File: src/rtl/vga_timing_gen.sv
// Raster timing generator: pixel/line counters, registered sync/blank, frame pulse and counter.
// Every output is a flop; sync and blank are decoded from next-state counters so they match DrawX/DrawY.
module vga_timing_gen #(
  parameter int H_VISIBLE = 640,
  parameter int H_FRONT   = 16,
  parameter int H_SYNC    = 96,
  parameter int H_BACK    = 48,
  parameter int V_VISIBLE = 480,
  parameter int V_FRONT   = 10,
  parameter int V_SYNC    = 2,
  parameter int V_BACK    = 33,
  parameter bit SYNC_POL  = 1'b0
) (
  input  logic       vga_clk,
  input  logic       reset,
  input  logic       clk_en,
  output logic       hs,
  output logic       vs,
  output logic       blank,
  output logic [9:0] DrawX,
  output logic [9:0] DrawY,
  output logic       frame_start,
  output logic [7:0] frame_count
);

  // Both totals are expected to fit the 10-bit counters (<= 1024).
  localparam int H_TOTAL  = H_VISIBLE + H_FRONT + H_SYNC + H_BACK;
  localparam int V_TOTAL  = V_VISIBLE + V_FRONT + V_SYNC + V_BACK;
  localparam int HS_START = H_VISIBLE + H_FRONT;
  localparam int HS_END   = HS_START + H_SYNC;
  localparam int VS_START = V_VISIBLE + V_FRONT;
  localparam int VS_END   = VS_START + V_SYNC;
  localparam logic [9:0] H_LAST = 10'(H_TOTAL - 1);
  localparam logic [9:0] V_LAST = 10'(V_TOTAL - 1);

  logic [9:0] x_nxt;
  logic [9:0] y_nxt;
  logic       hs_on;
  logic       vs_on;
  logic       vis_nxt;
  logic       at_origin;

  always_comb begin
    x_nxt = DrawX + 10'd1;
    y_nxt = DrawY;
    if (DrawX == H_LAST) begin
      x_nxt = 10'd0;
      y_nxt = (DrawY == V_LAST) ? 10'd0 : DrawY + 10'd1;
    end
    hs_on     = (int'(x_nxt) >= HS_START) && (int'(x_nxt) < HS_END);
    vs_on     = (int'(y_nxt) >= VS_START) && (int'(y_nxt) < VS_END);
    vis_nxt   = (int'(x_nxt) < H_VISIBLE) && (int'(y_nxt) < V_VISIBLE);
    at_origin = (x_nxt == 10'd0) && (y_nxt == 10'd0);
  end

  always_ff @(posedge vga_clk or posedge reset) begin
    if (reset) begin
      DrawX       <= H_LAST;
      DrawY       <= V_LAST;
      blank       <= 1'b0;
      hs          <= ~SYNC_POL;
      vs          <= ~SYNC_POL;
      frame_start <= 1'b0;
      frame_count <= 8'hFF;
    end else begin
      // frame_start clears on every edge so it stays one vga_clk wide even at half rate
      frame_start <= 1'b0;
      if (clk_en) begin
        DrawX <= x_nxt;
        DrawY <= y_nxt;
        hs    <= hs_on ? SYNC_POL : ~SYNC_POL;
        vs    <= vs_on ? SYNC_POL : ~SYNC_POL;
        blank <= vis_nxt;
        if (at_origin) begin
          frame_start <= 1'b1;
          frame_count <= frame_count + 8'd1;
        end
      end
    end
  end

endmodule

File: config.mk
export PLATFORM = sky130hd
export DESIGN_NAME = vga_timing_gen
export DESIGN_NICKNAME = d
export VERILOG_FILES = /design/src/rtl/vga_timing_gen.sv
export SDC_FILE = /design/constraint.sdc
export NUM_CORES = 1
export LEC_CHECK = 0
export BUFFER_PORTS_ARGS = -buffer_cell sky130_fd_sc_hd__buf_2
export CELL_PAD_IN_SITES_DETAIL_PLACEMENT = 0
export CELL_PAD_IN_SITES_GLOBAL_PLACEMENT = 1
export CORE_ASPECT_RATIO = 1.2
export CORE_MARGIN = 4
export CORE_UTILIZATION = 46
export DETAILED_ROUTE_END_ITERATION = 8
export PLACE_DENSITY_LB_ADDON = 0.1
export RECOVER_POWER = 100
export SLEW_MARGIN = 0
export SYNTH_ARGS = -nofsm -noshare
export SYNTH_HDL_FRONTEND = slang
export SYNTH_SLANG_ARGS = --single-unit
export TNS_END_PERCENT = 100
File: constraint.sdc
create_clock -name vga_clk -period 9.1 [get_ports vga_clk]
set_clock_uncertainty 0.2 [all_clocks]
set_input_delay 0.91 -clock vga_clk [delete_from_list [all_inputs] [get_ports vga_clk]]
set_output_delay 0.91 -clock vga_clk [all_outputs]
set_load 0.02 [all_outputs]
==> results_dict.tcl <==
set metrics [dict create \
    status "complete, but fails checks" \
    violations "capacitance limit, slew limit" \
    globalplace.congestion 0.826 \
    slowest_delay_ps 630 \
    grt.total_usage_pct 19.3 \
    netlist_top_cells_count "26 x nand2_1, 20 x dfstp_2, 13 x nand3_1, 13 x xnor2_1" \
    p_per_area_nw_per_um2 179 \
    tns_ps 0 \
    ys_async_sr_fraction_pct 100 \
    slowest_stage "dfstp_1" \
    maxCapViolations 1 \
    start_kind "register" \
    ys.warnings.count 0 \
    nFillCells 471 \
    fin_cells 333 \
    postCtsSetupBuffers 0 \
    wl_per_cell_um 16.4 \
    nNetsFinal 282 \
    cts_tree "yes" \
    register_area_um2 826 \
    clk_path_buf_depth 2 \
    ir_drop_mv 0.137 \
    synth_seq_cells 32 \
    drv_slew 33 \
    final-setup-viol-count 0 \
    p_total_uw 437 \
    clock_latency_ps 290 \
    remaining_drc_errors 0 \
    areaGrowthSynthToFinish_pct 8.39 \
    slew_headroom_pct -14.1 \
    place_hpwl_um 3920 \
    yosys.cell_count.top_type "nand2_1" \
    multi_input_area_um2 1270 \
    synthFlopType "dfstp_2" \
    cts.sinks 32 \
    antenna_found_initial 0 \
    diodes 0 \
    postRouteAntennaNets 0 \
    path_cells "ha_1 -> and4_1 -> and3_1 -> o311ai_0 -> nor4_2 -> nand4_1 -> nor2_1 -> mux2_1" \
    clk_pin_slew_ps 70 \
    grt_pass1_wl_um 9380 \
    synth_nets 261 \
    cts_resized 0 \
    drive_gt1_share_pct 14.2 \
    die_w_um 71.9 \
    initial_core_util_pct 48.3 \
    coreArea_um2 4660 \
    rows 27 \
    crit_fanout 9 \
    cts_root_buf "clkbuf_8" \
    cp-end-kind "register" \
    port_buffers 34 \
    routed_wl_um 5460 \
    cp_data_required_time_ps 9120 \
    synthTopCellsByArea "dfstp_2 23%, dfrtp_1 13%, xnor2_1 5.1%, nand2_1 4.3%, xor2_1 3.5%" \
    die_h_um 84.7 \
    hold_class "reg -> reg" \
    finalHoldViolCount 0 \
    min_period_over_period_pct 40.4 \
    period_minus_slack_ps 3680 \
    grt_max_degree 33 \
    tightest_slew_ps 1710 \
    via_per_inst 5.89 \
    grt-ovfl-total 0 \
    synth-edff-count 0 \
    drtIter0Drc 102 \
    seq_area_frac_synth_pct 36.7 \
    place_inst 325 \
    yosys.area.top_type_share_pct 23.3 \
    max_freq_mhz 272 \
    grt_pass1_vias 1953 \
    design.die.area_um2 6080 \
    syn_area_um2 2250 \
    path_class "reg -> reg" \
    synth_area_per_cell_um2 8.90 \
    io_pins 35 \
    netlist_instances 253 \
    yosys.area.top_type "dfstp_2" \
    cts_hold_buf 0 \
    cp.arrival_ps 3700 \
    drt-pass1-iter-count 4 \
    grt_setup_unrepaired "no" \
    vias 1963 \
    ys_types 57 \
    total_leakage_power_uw 0.000992 \
    cts_buffers 5 \
    h-tree-depth 2 \
]
-- stage by stage --
stage               util [%]  hold slack [ps]  cell area, um^2  worst slack (ps)
floorplan                  -              341             2250              5990
global placement        51.6              310             2410              5840
detailed placement      51.6              311             2410              5720
CTS                     53.6              324             2500              5720
global route            52.4              340             2440              5030
finish                  52.4              323             2440              5420
-- layout by cell type (no fill, tap or decap), types with 2 or more instances in the layout --
cell type  instances
dfrtp_1           12
and3_1             7
o22a_1             2
nor3_1             9
nor2b_1            3
a31oi_1            3
nand2b_1           2
or3_1              3
o31ai_1            2
clkbuf_8           6
xor2_1             9
clkinv_2           2
a21oi_1            8
nor4_1             7
nor2_1            10
and2_1             6
dfstp_1           11
nand2_1           26
nand3_1           13
inv_1             10
or3b_2             2
nand4_1           11
o211ai_1           2
mux2_2             4
and4_1             5
a22oi_1            2
xnor2_1           13
ha_1               5
o21ai_0           12
clkbuf_1          24
dfstp_2            9
buf_2             11
-- flip-flops by register name, summed over array words and instances, names as in the netlist --
signal,cells
DrawX,10
frame_count,8
frame_start,1
blank,1
vs,1
DrawY,10
hs,1
-- metal layers --
| layer | track usage, % | part of all wire [%] |
|---|---|---|
| met5 | 0 | 0 |
| met1 | 22.9 | 42 |
| met3 | 4.19 | 4.6 |
| met4 | 7.69 | 1.6 |
| met2 | 33.4 | 51 |
-- worst max-delay path, delay by kind of cell, from the launching register on --
family	cells	cell delay (ps)
fa+ha+maj	1	370
mux	1	350
simple gates	5	1680
flops	1	630
compound gates	1	390
-- path summary, 6_finish.rpt --
path | start | to | slack (ps) | cells past startpoint
min | frame_count[7] | frame_count[7] | 320 | 1
max in group asynchronous | reset | DrawY[5] | 6690 | 3
min in group asynchronous | reset | blank | 1010 | 3
max reg2reg | DrawX[0] | frame_count[1] | 5420 | 8
min reg2reg | frame_count[7] | frame_count[7] | 320 | 1
max | DrawX[0] | frame_count[1] | 5420 | 8
-- where the power goes --
group	internal, uW	switching (uW)
Clock	60.3	54.3
Sequential	165	40.7
Combinational	48.3	68.5
Total	274	164
-- layout make-up --
type | instances | area share (%)
timing repair buffer | 35 | 5.95
clock inverter | 2 | 0.410
clock buffer | 6 | 3.38
sequential | 32 | 33.8
tap | 58 | 2.97
multi-input combinational | 190 | 51.9
inverter | 10 | 1.54
-- cell families after synthesis --
logic type | Yosys count | synth area share (%)
XOR/XNOR | 22 | 8.56
flip-flops | 32 | 36.7
multiplexers | 6 | 2.94
AO/OA/AOI/OAI | 45 | 13.6
buffers and inverters | 31 | 5.89
AND/OR/NAND/NOR | 112 | 29.6
adder cells (fa/ha/maj) | 5 | 2.78
Note: power is estimated with default switching activity, not from simulation.
